<file path="config.mk">
export PLATFORM = sky130hd
export DESIGN_NAME = reg_bank_param
export DESIGN_NICKNAME = d
export VERILOG_FILES = /design/src/rtl/reg_bank_pkg.sv /design/src/rtl/reg_bank_wmerge.sv /design/src/rtl/reg_bank_param.sv
export SDC_FILE = /design/constraint.sdc
export NUM_CORES = 2
export LEC_CHECK = 0
export CELL_PAD_IN_SITES_DETAIL_PLACEMENT = 0
export CELL_PAD_IN_SITES_GLOBAL_PLACEMENT = 1
export CORE_UTILIZATION = 45
export CTS_CLUSTER_SIZE = 14
export DETAILED_ROUTE_END_ITERATION = 16
export DONT_BUFFER_PORTS = 1
export MAX_ROUTING_LAYER = met4
export PLACE_DENSITY = 0.66
export SLEW_MARGIN = 20
export SYNTH_ARGS = -nofsm -noshare
export SYNTH_HDL_FRONTEND = slang
export SYNTH_SLANG_ARGS = --single-unit
</file>
<file path="constraint.sdc">
create_clock -name clock -period 5.4 [get_ports clock]
set_input_delay 1.08 -clock clock [delete_from_list [all_inputs] [get_ports clock]]
set_output_delay 1.08 -clock clock [all_outputs]
set_load 0.05 [all_outputs]
</file>
<file path="src/rtl/reg_bank_pkg.sv">
// Shared types for the parametrised register bank: write-mode encoding and clear-engine states.
// Pure type definitions. No latency and no backpressure apply here.
// Imported by reg_bank_wmerge and reg_bank_param.
package reg_bank_pkg;

    typedef enum logic [1:0] {
        WM_FULL = 2'b00,
        WM_LO   = 2'b01,
        WM_HI   = 2'b10,
        WM_SEXT = 2'b11
    } wmode_t;

    typedef enum logic {
        IDLE  = 1'b0,
        CLEAR = 1'b1
    } clr_state_t;

endpackage

</file>
<file path="src/rtl/reg_bank_wmerge.sv">
// Partial-word merge. Combines the old register contents with new write data according to the write mode.
// Combinational, so latency is 0. There is no backpressure.
// The write path and the forwarding path share this merge.
module reg_bank_wmerge
    import reg_bank_pkg::*;
#(
    parameter int W = 64
) (
    input  logic [W-1:0] i_old,
    input  logic [W-1:0] i_new,
    input  wmode_t       i_mode,
    output logic [W-1:0] o_merged
);

    localparam int H = W / 2;

    always_comb begin
        o_merged = i_new;
        case (i_mode)
            WM_FULL: o_merged = i_new;
            WM_LO:   o_merged = {i_old[W-1:H], i_new[H-1:0]};
            WM_HI:   o_merged = {i_new[W-1:H], i_old[H-1:0]};
            default: o_merged = {{H{i_new[H-1]}}, i_new[H-1:0]};
        endcase
    end

endmodule

</file>
<file path="src/rtl/reg_bank_param.sv">
// Two-read/one-write register bank with partial-word writes, an optional zero register and a bulk-clear engine.
// Reads take 1 cycle through registered outA/outB. A clear holds busy for DEPTH cycles.
// Writes that arrive during a clear are dropped and reported on wr_drop. REG_BANK_BYPASS_EN adds same-cycle forwarding.
module reg_bank_param
    import reg_bank_pkg::*;
#(
    parameter int           W       = 64,
    parameter int           DEPTH   = 16,
    parameter logic [W-1:0] CONST_A = '0,
    parameter logic [W-1:0] CONST_B = W'(1),
    parameter bit           ZERO_R0 = 1'b0
) (
    input  logic                     clock,
    input  logic                     reset,
    input  logic                     regwen,
    input  logic [W-1:0]             inA,
    input  logic [$clog2(DEPTH)-1:0] selwreg,
    input  logic [1:0]               endwreg,
    input  logic [$clog2(DEPTH)-1:0] seloutA,
    input  logic [$clog2(DEPTH)-1:0] seloutB,
    input  logic                     cnstA,
    input  logic                     cnstB,
    input  logic                     enrregA,
    input  logic                     enrregB,
    input  logic                     clr_start,
    output logic [W-1:0]             outA,
    output logic [W-1:0]             outB,
    output logic                     busy,
    output logic                     wr_drop
);

    localparam int AW = $clog2(DEPTH);

    logic [W-1:0]  r_regs [DEPTH];
    clr_state_t    r_state;
    logic [AW-1:0] r_ptr;
    logic          r_wr_drop;

    logic [W-1:0]  w_merged;
    logic [W-1:0]  w_rd_a;
    logic [W-1:0]  w_rd_b;
    logic          w_wr_ok;

    reg_bank_wmerge #(.W(W)) u_wmerge (
        .i_old    (r_regs[selwreg]),
        .i_new    (inA),
        .i_mode   (wmode_t'(endwreg)),
        .o_merged (w_merged)
    );

    // Register 0 is never written when hardwired, so it stays at its reset value of zero.
    assign w_wr_ok = regwen && (r_state == IDLE) && !(ZERO_R0 && (selwreg == '0));

`ifdef REG_BANK_BYPASS_EN
    assign w_rd_a = (w_wr_ok && (selwreg == seloutA)) ? w_merged : r_regs[seloutA];
    assign w_rd_b = (w_wr_ok && (selwreg == seloutB)) ? w_merged : r_regs[seloutB];
`else
    assign w_rd_a = r_regs[seloutA];
    assign w_rd_b = r_regs[seloutB];
`endif

    always_ff @(posedge clock) begin
        if (reset) begin
            for (int i = 0; i < DEPTH; i++) begin
                r_regs[i] <= '0;
            end
            r_state   <= IDLE;
            r_ptr     <= '0;
            r_wr_drop <= 1'b0;
            outA      <= '0;
            outB      <= '0;
        end else begin
            r_wr_drop <= regwen && (r_state == CLEAR);
            if (enrregA) outA <= cnstA ? CONST_A : w_rd_a;
            if (enrregB) outB <= cnstB ? CONST_B : w_rd_b;
            case (r_state)
                IDLE: begin
                    if (w_wr_ok) r_regs[selwreg] <= w_merged;
                    if (clr_start) begin
                        r_state <= CLEAR;
                        r_ptr   <= '0;
                    end
                end
                default: begin
                    r_regs[r_ptr] <= '0;
                    r_ptr         <= r_ptr + AW'(1);
                    if (r_ptr == AW'(DEPTH - 1)) r_state <= IDLE;
                end
            endcase
        end
    end

    assign busy    = (r_state == CLEAR);
    assign wr_drop = r_wr_drop;

endmodule
</file>
==> impl_metrics.xml <==
<?xml version="1.0" encoding="UTF-8"?>
<metrics>
  <group name="yosys">
    <metric name="synthTopCellsByArea" unit="">sky130_fd_sc_hd__edfxtp_1, sky130_fd_sc_hd__mux4_2, sky130_fd_sc_hd__nor2_1, sky130_fd_sc_hd__dfxtp_1, sky130_fd_sc_hd__mux2i_1</metric>
    <metric name="netlist.top_cell.by_area" unit="">sky130_fd_sc_hd__edfxtp_1</metric>
    <metric name="post-synth-top-area-fraction" unit="%">55.3</metric>
    <metric name="synthMostInstantiatedCell" unit="">sky130_fd_sc_hd__nor2_1</metric>
    <metric name="ys.warnings.count" unit="">0</metric>
    <metric name="syn_inst" unit="">3839</metric>
    <metric name="ys_seq_area_share" unit="%">60.1</metric>
    <metric name="netlist_area" unit="um2">55600</metric>
    <metric name="synth.lib_cells_used.distinct" unit="">49</metric>
    <metric name="avgSynthCellArea" unit="um2">14.5</metric>
    <metric name="postSynth.asyncResetShare" unit="%">0</metric>
    <metric name="synth_common_cells" unit="">sky130_fd_sc_hd__nor2_1, sky130_fd_sc_hd__edfxtp_1, sky130_fd_sc_hd__mux4_2</metric>
    <metric name="synth-seq-cells" unit="">1158</metric>
    <metric name="yosys_most_used_dff" unit="">sky130_fd_sc_hd__edfxtp_1</metric>
    <metric name="synth_enable_flop_cells" unit="">1024</metric>
    <metric name="synth_fp_nets" unit="">3926</metric>
  </group>
  <group name="layout">
    <metric name="multi_input_comb_area" unit="um2">20800</metric>
    <metric name="areaGrowthSynthToFinish" unit="%">10.2</metric>
    <metric name="drive_above_1_share" unit="%">23.8</metric>
    <metric name="fillerInstances" unit="">10300</metric>
    <metric name="seqCellArea" unit="um2">33400</metric>
    <metric name="nets" unit="">3794</metric>
    <metric name="fin_area" unit="um2">61300</metric>
    <metric name="utilization" unit="%">50.1</metric>
  </group>
  <group name="floorplan">
    <metric name="core.rowCount" unit="">128</metric>
    <metric name="effective_utilization_at_floorplan" unit="%">45.5</metric>
    <metric name="floorplan.die.width" unit="um">353</metric>
    <metric name="core-area" unit="um2">122000</metric>
    <metric name="design.portCount" unit="">216</metric>
    <metric name="die-area" unit="um2">125000</metric>
    <metric name="die_height" unit="um">353</metric>
  </group>
  <group name="min_path">
    <metric name="hold_path_class" unit="">input pin to register</metric>
  </group>
  <group name="route">
    <metric name="detail_route.wirelength" unit="um">180000</metric>
    <metric name="drt_iter0_drc" unit="">3867</metric>
    <metric name="via_per_inst" unit="">6.39</metric>
    <metric name="number_of_iterations_in_the_first_detailed_routing_pass" unit="">5</metric>
    <metric name="route.vias.total" unit="">34800</metric>
    <metric name="route.antenna.remaining_nets" unit="">0</metric>
    <metric name="drc_errors" unit="">0</metric>
    <metric name="routed_wire_length_per_instance" unit="um">33.1</metric>
  </group>
  <group name="global_routing">
    <metric name="globalRouteOverflowTotal" unit="">0</metric>
    <metric name="grt.total_usage" unit="%">29.9</metric>
    <metric name="grt_start_max_net_pins" unit="">263</metric>
    <metric name="wire_length_of_the_first_global_routing_pass" unit="um">257000</metric>
    <metric name="antenna_found_initial" unit="">6</metric>
    <metric name="grt_pass1_vias" unit="">34700</metric>
  </group>
  <group name="sta">
    <metric name="timing.final.crit_period" unit="ns">3.85</metric>
    <metric name="max-slew-margin-rel" unit="%">23.6</metric>
    <metric name="fmaxAchievable" unit="MHz">259</metric>
    <metric name="finalMaxSlewViolations" unit="">0</metric>
    <metric name="rsz0062_at_grt" unit="">no</metric>
    <metric name="final.period_utilization" unit="%">71.4</metric>
    <metric name="worst_slew_pin_slew" unit="ns">1.15</metric>
    <metric name="finClkSkew" unit="ns">0.0196</metric>
    <metric name="finalSetupTns" unit="ns">0</metric>
    <metric name="final-setup-viol-count" unit="">0</metric>
    <metric name="final-hold-violation-count" unit="">0</metric>
  </group>
  <group name="power_and_ir_drop">
    <metric name="leakagePower" unit="uW">0.0203</metric>
    <metric name="power_per_unit_of_standard_cell_area" unit="nW/um2">341</metric>
    <metric name="max-vdd-ir-drop" unit="V">0.000327</metric>
  </group>
  <group name="clocking">
    <metric name="postCtsHoldBufs" unit="">0</metric>
    <metric name="cts_resized" unit="">0</metric>
    <metric name="post-cts-setup-buffers" unit="">0</metric>
    <metric name="tritoncts_num_sinks" unit="">1158</metric>
    <metric name="htree_levels" unit="">4</metric>
    <metric name="cts_made_buffers" unit="">130</metric>
    <metric name="worst_setup_hold_path_clk_slew" unit="ns">0.06</metric>
    <metric name="clk_latency_worst_skew_pair" unit="ns">0.76</metric>
    <metric name="cts_tree" unit="">built</metric>
    <metric name="maximum_buffer_depth_of_the_clock_tree" unit="">3</metric>
    <metric name="clock_root_buffer" unit="">sky130_fd_sc_hd__clkbuf_16</metric>
  </group>
  <group name="setup_path">
    <metric name="end_kind" unit="">register</metric>
    <metric name="critical_path.startpoint_type" unit="">register</metric>
    <metric name="critical_path_arrival" unit="ns">4.28</metric>
    <metric name="top_fanout_value_on_the_critical_path" unit="">33</metric>
    <metric name="setup.worst_path.class" unit="">register to register</metric>
    <metric name="critical_path_required" unit="ns">5.82</metric>
  </group>
  <group name="placed_design">
    <metric name="detailed_place.area" unit="um2">57100</metric>
    <metric name="place.gp.congestion" unit="">0.789</metric>
    <metric name="detailedPlacementHpwl" unit="um">101000</metric>
    <metric name="port_buffers" unit="">0</metric>
  </group>
  <group name="outcome">
    <metric name="status" unit="">finished, final reports clean</metric>
  </group>
  <group name="run">
    <metric name="max_cap_viol" unit="">0</metric>
  </group>
</metrics>
==> placed cells by master, fill, tap and decap left out, types with 4 or more instances in the layout <==
cell type and instances:
sky130_fd_sc_hd__nand2b_2 32, sky130_fd_sc_hd__nand2_2 24, sky130_fd_sc_hd__edfxtp_1 1024, sky130_fd_sc_hd__diode_2 5, sky130_fd_sc_hd__inv_6 13, sky130_fd_sc_hd__o211ai_1 126, sky130_fd_sc_hd__nand3b_1 4, sky130_fd_sc_hd__clkbuf_1 36
sky130_fd_sc_hd__a22oi_1 125, sky130_fd_sc_hd__nand2_1 164, sky130_fd_sc_hd__nor2_4 10, sky130_fd_sc_hd__o21ai_2 30, sky130_fd_sc_hd__nor2b_1 33, sky130_fd_sc_hd__nand3_1 5, sky130_fd_sc_hd__a21oi_1 9, sky130_fd_sc_hd__nor2_1 1038
sky130_fd_sc_hd__mux2i_1 135, sky130_fd_sc_hd__o21ai_1 5, sky130_fd_sc_hd__mux4_2 503, sky130_fd_sc_hd__nor3_1 10, sky130_fd_sc_hd__buf_12 6, sky130_fd_sc_hd__clkinv_1 18, sky130_fd_sc_hd__inv_1 4, sky130_fd_sc_hd__buf_4 93
sky130_fd_sc_hd__clkinv_2 19, sky130_fd_sc_hd__dfxtp_1 134, sky130_fd_sc_hd__nand3_2 8, sky130_fd_sc_hd__clkbuf_16 132, sky130_fd_sc_hd__clkbuf_8 14, sky130_fd_sc_hd__bufinv_16 7, sky130_fd_sc_hd__nand2b_1 7
==> worst paths after layout <==
kind                  from  cells past startpoint  slack, ns            to
hold / removal       reset                      1       0.49      r_ptr[1]
setup / recovery      busy                      7       1.55  r_regs[7][5]
setup reg to reg      busy                      7       1.55  r_regs[7][5]
hold reg to reg   r_ptr[2]                      1       0.62      r_ptr[2]
==> cell families (layout without fill, tap and decap cells) <==
group           after synthesis  count (layout)  share of synthesized area (%)
other cells                   0               5                              0
flops                      1158            1158                           60.1
mux                         641             641                           22.9
simple gates               1353            1353                           9.74
fa+ha+maj                     1               1                         0.0225
buf+inv                     370             346                           3.08
compound gates              316             316                           4.14
==> critical path, cell delays in order, from the launching register on <==
cell                       delay (ns)
sky130_fd_sc_hd__dfxtp_1         0.43
sky130_fd_sc_hd__nand2b_2        0.69
sky130_fd_sc_hd__a31oi_1         0.23
sky130_fd_sc_hd__nor3_1          0.59
sky130_fd_sc_hd__nand2_2         0.06
sky130_fd_sc_hd__buf_4           0.34
sky130_fd_sc_hd__nand2b_2        0.70
sky130_fd_sc_hd__buf_4           0.42
==> sequential cells by signal (all words and copies together), names as in the netlist <==
name     cells
busy         1
outA        64
outB        64
r_ptr        4
r_regs    1024
wr_drop      1
==> power by group <==
| group | leakage [uW] | internal (uW) | switching [uW] |
|---|---|---|---|
| Sequential | 0.0116 | 10100 | 370 |
| Clock | 0.00204 | 5050 | 3700 |
| Combinational | 0.00663 | 723 | 931 |
==> metrics by stage <==
stage,setup slack [ns],power [uW],std cells,hold slack [ns]
6_report,1.55,20900,5445,0.495
5_1_grt,1.42,21400,5442,0.437
4_1_cts,1.58,21000,5440,0.403
3_5_place_dp,0.856,12300,5200,0.610
3_3_place_gp,1.05,12300,5199,0.603
2_1_floorplan,2.14,11900,3839,0.536
==> layer usage <==
metal | vias up | GRT usage (%) | wire length (um)
met5 | - | - | 0
met4 | 0 | 7.97 | 4320
met3 | 263 | 7.37 | 19400
met2 | 1810 | 45.0 | 84200
met1 | 18300 | 40.8 | 72400
li1 | 14400 | - | -
==> layout make-up <==
class | count | area share (%)
Inverter | 6 | 0.0531
Antenna cell | 5 | 0.0204
Sequential cell | 1158 | 54.6
Multi-Input combinational cell | 2311 | 33.9
Tap cell | 1625 | 3.32
Timing Repair Buffer | 100 | 1.35
Clock inverter | 58 | 0.837
Clock buffer | 182 | 5.93
Power figures use the tool's default switching activity.
